===== src/rtl/ifetch_queue.sv =====
// Instruction fetch front end: issues sequential word fetches under a credit limit,
// buffers in-order responses with their PCs, and discards in-flight fetches on redirect.
module ifetch_queue #(
  parameter logic [31:0] RESET_PC = 32'h0000_0000,
  parameter int unsigned DEPTH    = 2
) (
  input  logic        clk,
  input  logic        rst_n,
  output logic        imem_req_valid,
  input  logic        imem_req_ready,
  output logic [31:0] imem_req_addr,
  input  logic        imem_resp_valid,
  input  logic [31:0] imem_resp_data,
  input  logic        redirect_valid,
  input  logic [31:0] redirect_pc,
  output logic        code_valid,
  output logic [31:0] code,
  output logic [31:0] code_pc,
  input  logic        code_ready
);

  localparam int unsigned AW = (DEPTH > 1) ? $clog2(DEPTH) : 1;
  localparam int unsigned CW = $clog2(DEPTH) + 1;
  localparam int unsigned UW = CW + 1;
  localparam logic [31:0] ALIGN_MASK = 32'hFFFF_FFFC;

  logic [31:0]   r_pc;
  logic [31:0]   r_resp_pc;
  logic [CW-1:0] r_count;
  logic [CW-1:0] r_out;
  logic [CW-1:0] r_disc;
  logic [AW-1:0] r_wptr;
  logic [AW-1:0] r_rptr;
  logic          r_run;
  logic [31:0]   r_data [DEPTH];
  logic [31:0]   r_tag  [DEPTH];

  logic          w_pop;
  logic          w_fire;
  logic          w_resp;
  logic          w_drop;
  logic          w_push;
  logic [UW-1:0] w_used;
  logic [31:0]   w_target;

  // A pop this cycle frees its slot for a new request, sustaining one fetch per cycle.
  always_comb begin
    w_target       = redirect_pc & ALIGN_MASK;
    w_pop          = (r_count != '0) && code_ready && !redirect_valid;
    w_used         = UW'(r_count) + UW'(r_out) - UW'(w_pop);
    imem_req_valid = r_run && !redirect_valid && (w_used < UW'(DEPTH));
    imem_req_addr  = r_pc & ALIGN_MASK;
    w_fire         = imem_req_valid && imem_req_ready;
    // A response with nothing in flight is stale and is ignored outright.
    w_resp         = imem_resp_valid && (r_out != '0);
    w_drop         = w_resp && (redirect_valid || (r_disc != '0));
    w_push         = w_resp && !w_drop;
    code_valid     = (r_count != '0);
    code           = r_data[r_rptr];
    code_pc        = r_tag[r_rptr];
  end

  // Fetch PC, response PC tracking and in-flight bookkeeping.
  always_ff @(posedge clk or negedge rst_n) begin
    if (!rst_n) begin
      r_run     <= 1'b0;
      r_pc      <= RESET_PC;
      r_resp_pc <= RESET_PC & ALIGN_MASK;
      r_out     <= '0;
      r_disc    <= '0;
    end else begin
      r_run <= 1'b1;
      r_out <= r_out + CW'(w_fire) - CW'(w_resp);
      if (redirect_valid) begin
        r_pc      <= w_target;
        r_resp_pc <= w_target;
        r_disc    <= r_out - CW'(w_resp);
      end else begin
        if (w_fire) begin
          r_pc <= r_pc + 32'd4;
        end
        if (w_push) begin
          r_resp_pc <= r_resp_pc + 32'd4;
        end
        if (w_drop) begin
          r_disc <= r_disc - CW'(1);
        end
      end
    end
  end

  // FIFO pointers and occupancy; a redirect flushes everything buffered.
  always_ff @(posedge clk or negedge rst_n) begin
    if (!rst_n) begin
      r_count <= '0;
      r_wptr  <= '0;
      r_rptr  <= '0;
    end else if (redirect_valid) begin
      r_count <= '0;
      r_wptr  <= '0;
      r_rptr  <= '0;
    end else begin
      r_count <= r_count + CW'(w_push) - CW'(w_pop);
      if (w_push) begin
        r_wptr <= r_wptr + AW'(1);
      end
      if (w_pop) begin
        r_rptr <= r_rptr + AW'(1);
      end
    end
  end

  always_ff @(posedge clk or negedge rst_n) begin
    if (!rst_n) begin
      r_data <= '{default: '0};
      r_tag  <= '{default: '0};
    end else if (w_push) begin
      r_data[r_wptr] <= imem_resp_data;
      r_tag[r_wptr]  <= r_resp_pc;
    end
  end

endmodule


===== config.mk =====
export PLATFORM = sky130hd
export DESIGN_NAME = ifetch_queue
export DESIGN_NICKNAME = d
export VERILOG_FILES = /design/src/rtl/ifetch_queue.sv
export SDC_FILE = /design/constraint.sdc
export NUM_CORES = 1
export LEC_CHECK = 0
export ABC_AREA = 1
export BUFFER_PORTS_ARGS = -buffer_cell sky130_fd_sc_hd__buf_4
export CORE_ASPECT_RATIO = 0.9
export CORE_MARGIN = 1.5
export CORE_UTILIZATION = 50
export DETAILED_ROUTE_END_ITERATION = 10
export HOLD_SLACK_MARGIN = 0.15
export PLACE_DENSITY = 0.74
export SLEW_MARGIN = 25
export SYNTH_ARGS = -nofsm -noshare
export SYNTH_HDL_FRONTEND = slang
export SYNTH_SLANG_ARGS = --single-unit
export TNS_END_PERCENT = 100

===== constraint.sdc =====
create_clock -name clk -period 6.51 [get_ports clk]
set_input_delay 0 -clock clk [delete_from_list [all_inputs] [get_ports clk]]
set_output_delay 0 -clock clk [all_outputs]
set_load 0.01 [all_outputs]

==> results.md <==
- Final core utilization: 64.85%
- Post-DP HPWL: 17460 um
- Total vias in the final route: 9223
- Maximum clock skew at final layout: 0.01206 ns
- Detailed-route wire length: 26510 um
- Aggregate global routing overflow: 0
- Max clock buf depth: 2
- Initial antenna violation count: 0
- Total global-route track usage: 26.19%
- Setup crit end kind: register
- Type of the most critical hold path: input port to async pin
- Internal reg-to-reg setup slack: 2.36 ns
- Area share of the largest cell type after synthesis: 48.33%
- Initial standard-cell utilization of the core: 51.52%
- Number of flops mapped to enable cells by yosys: 0
- Hold Vio Cnt, Final: 0
- Most used DFF post-synth: dfrtp_1
- Root cell of the clock tree: clkbuf_16
- Number of synthesis warnings: 0
- Number of rows created at floorplan: 48
- Number of pins with negative max-slew slack in the final report: 0
- Area of the core: 19400 sq um
- Sequential cell area fraction in the yosys report: 48.33%
- Share of async-settable or async-resettable flops after synthesis: 100.0%
- DIE AREA: 20850 sq um
- Pin count of the biggest net entering global routing: 132
- Starting DRT DRC Count: 636
- Via density: 5.193
- Sum of negative setup slack: 0 ns
- Run status: finished clean
- Worst skew pair latency: 0.44 ns
- Shortest period the worst path allows: 4.154 ns
- Arr. time, crit path: 4.48 ns
- Syn Inst Count: 1309
- Routed length per placed instance: 14.93 um
- Number of cells upsized or downsized after cts: 0
- Number of max-cap violations: 0
- Final-layout fill cell count: 1669
- Horizontal die dimension: 152.0 um
- CTS Buf Count: 17
- Netlist area before placement: 9993 sq um
- Number of nets still failing antenna checks after routing: 0
- First-pass GRT wire length: 43490 um
- Clock-pin slew on the worst setup and hold paths: 0.07 ns
- Setup crit start kind: register
- Count of nets after finishing: 1594
- Power per standard cell area: 354.2 nW/um^2
- Required @ worst endpoint: 6.83 ns
- Worst Path Class, Setup: register to register
- RSZ-0062 raised after global routing: no
- Cell with the most instances after synthesis: nand2_1
- Area post-placement: 11230 sq um
- Final count of negative-setup-slack endpoints: 0
- Post-detailed-route DRC marker count: 0
- Reg-to-reg critical path endpoint: r_pc[22]$_DFFE_PN0P_
- Largest area contributor in the synthesized netlist: dfrtp_1
- Number of iterations in the first detailed-routing pass: 5
- Top cells by area in the synthesized netlist: dfrtp_1 48%, nand2_1 19%, inv_1 5.0%, o21ai_1 4.7%, o21ai_0 3.1%
- Number of top-level pins: 168
- Relative area change from synthesis to final layout: 25.89%
- Remaining max-slew budget at the tightest pin: 34.51%
- Crit share post-route: 63.80%
- Slew at the pin closest to its max-slew limit: 0.9823 ns
- Largest voltage drop on the vdd net: 0.1640 mV
- Number of antenna diodes: 0
- Highest clock frequency the design can meet: 0.2408 GHz
- Layout cell share with drive strength beyond 1: 14.94%
- Vertical die dimension: 137.1 um
- Number of H-tree levels: 4
- Count of cell types in the netlist: 39
- Ranking of synthesized cells by instance count: 510 x nand2_1, 193 x dfrtp_1, 133 x inv_1, 94 x o21ai_1, 62 x o21ai_0
- CTS Hold Buffers Added: 72
- Number of clock sinks: 193
- P_leak: 0.006392 uW
- Number of setup buffers added after CTS: 0
- Worst hold slack across all endpoints: 0.1119 ns
- # port buffers: 161
- Cell area after layout: 12580 sq um
- CTS tree: done
- Crit-path max FO: 20
- Depth of the worst register-to-register path: 15
- Launch instance of the worst register-to-register path: r_count[1]$_DFF_PN0_
- Synth Register Bits: 193
- Via count of the first global-routing pass: 8630
- Synth Area per Inst: 7.634 sq um
- GP Congestion: 0.9380
metrics by stage:
step           total power [uW]  setup slack (ns)  std cells
2_1_floorplan              2729             3.599       1312
4_1_cts                    4468             2.505       1775
3_3_place_gp               3326             2.613       1671
3_5_place_dp               3376             2.506       1671
5_1_grt                    4767             2.143       1776
6_report                   4456             2.356       1776
worst max-delay path, cell delays in order (launching register included):
cell and delay, ns:
dfrtp_1 0.36, inv_1 0.08, nand2_1 0.11, nand2_1 0.09, nor2_1 0.17, ha_1 0.27, or2_2 0.32, fa_1 0.51
nand2_1 0.05, nor2_1 0.11, nand3_1 0.48, nand2_1 0.74, inv_1 0.41, nand2_1 0.14, nand2_1 0.05, o21bai_1 0.15
layout make-up:
class | instances | area [sq um] | share of cell area (%)
Clock inverter | 15 | 173.9 | 1.382
Tap cell | 250 | 312.8 | 2.486
Clock buffer | 17 | 425.4 | 3.381
Multi-Input combinational cell | 925 | 4313 | 34.28
Timing Repair Buffer | 240 | 2009 | 15.97
Inverter | 136 | 515.5 | 4.097
Sequential cell | 193 | 4831 | 38.40
report_power, final:
part,total [uW],leakage (uW),switching [uW],internal [uW]
Combinational,1560,0.00364,864,696
Sequential,1840,0.00246,253,1590
Clock,1050,0.000284,505,549
per-layer routing:
metal	wire, um	share of wire [%]	global-route usage [%]	vias to the layer above
met5	0	0	0	-
met4	584	2.2	9.439	0
met3	1584	6.0	4.243	48
met2	11830	45	40.12	306
met1	12510	47	37.76	4332
li1	-	-	-	4537
how the worst max path moves through the flow:
stage                         startpoint                    to  slack, ns  cells past startpoint
detailed placement  r_count[1]$_DFF_PN0_  r_pc[22]$_DFFE_PN0P_       2.51                     15
global route        r_count[0]$_DFF_PN0_  r_pc[22]$_DFFE_PN0P_       2.14                     15
finish              r_count[1]$_DFF_PN0_  r_pc[22]$_DFFE_PN0P_       2.36                     15
CTS                 r_count[1]$_DFF_PN0_  r_pc[22]$_DFFE_PN0P_       2.51                     15
global placement    r_count[1]$_DFF_PN0_  r_pc[22]$_DFFE_PN0P_       2.61                     15
floorplan           r_count[1]$_DFF_PN0_    r_out[1]$_DFF_PN0_       3.60                     15
state kept, by name, summed over array words and instances, names as in the netlist:
name,flops
r_data,64
r_disc,2
r_pc,30
r_out,2
r_run,1
r_resp_pc,30
r_rptr,1
r_count,2
r_tag,60
r_wptr,1
kinds of logic after synthesis:
group,after synthesis,share of synthesized area [%]
AND/OR/NAND/NOR,669,27.04
AO/OA/AOI/OAI,208,11.67
flip-flops,193,48.33
buffers and inverters,194,8.627
other,2,0.07515
adder cells (fa/ha/maj),11,1.452
XOR/XNOR,32,2.805
cells in the final DEF (no fill, tap or decap), types with 2 or more instances in the layout:
master	instances
nand2_4	2
nor2_1	61
buf_4	166
o21ai_0	62
nand4_1	9
o21bai_1	11
clkinv_4	2
clkinv_8	2
and2_1	3
a31oi_1	3
nor2_2	9
clkbuf_16	17
clkinvlp_4	3
ha_1	10
o211ai_1	12
o21ai_1	94
xnor2_1	5
o221ai_1	6
o21ai_2	5
nand2_1	510
inv_8	4
xor2_1	27
nand2_2	3
conb_1	5
nor2_4	2
inv_6	4
a21oi_1	11
inv_1	133
dlygate4sd3_1	72
dfrtp_1	192
nand3_1	60
nor3_1	8
No activity file was read; power rests on OpenSTA's default activity.
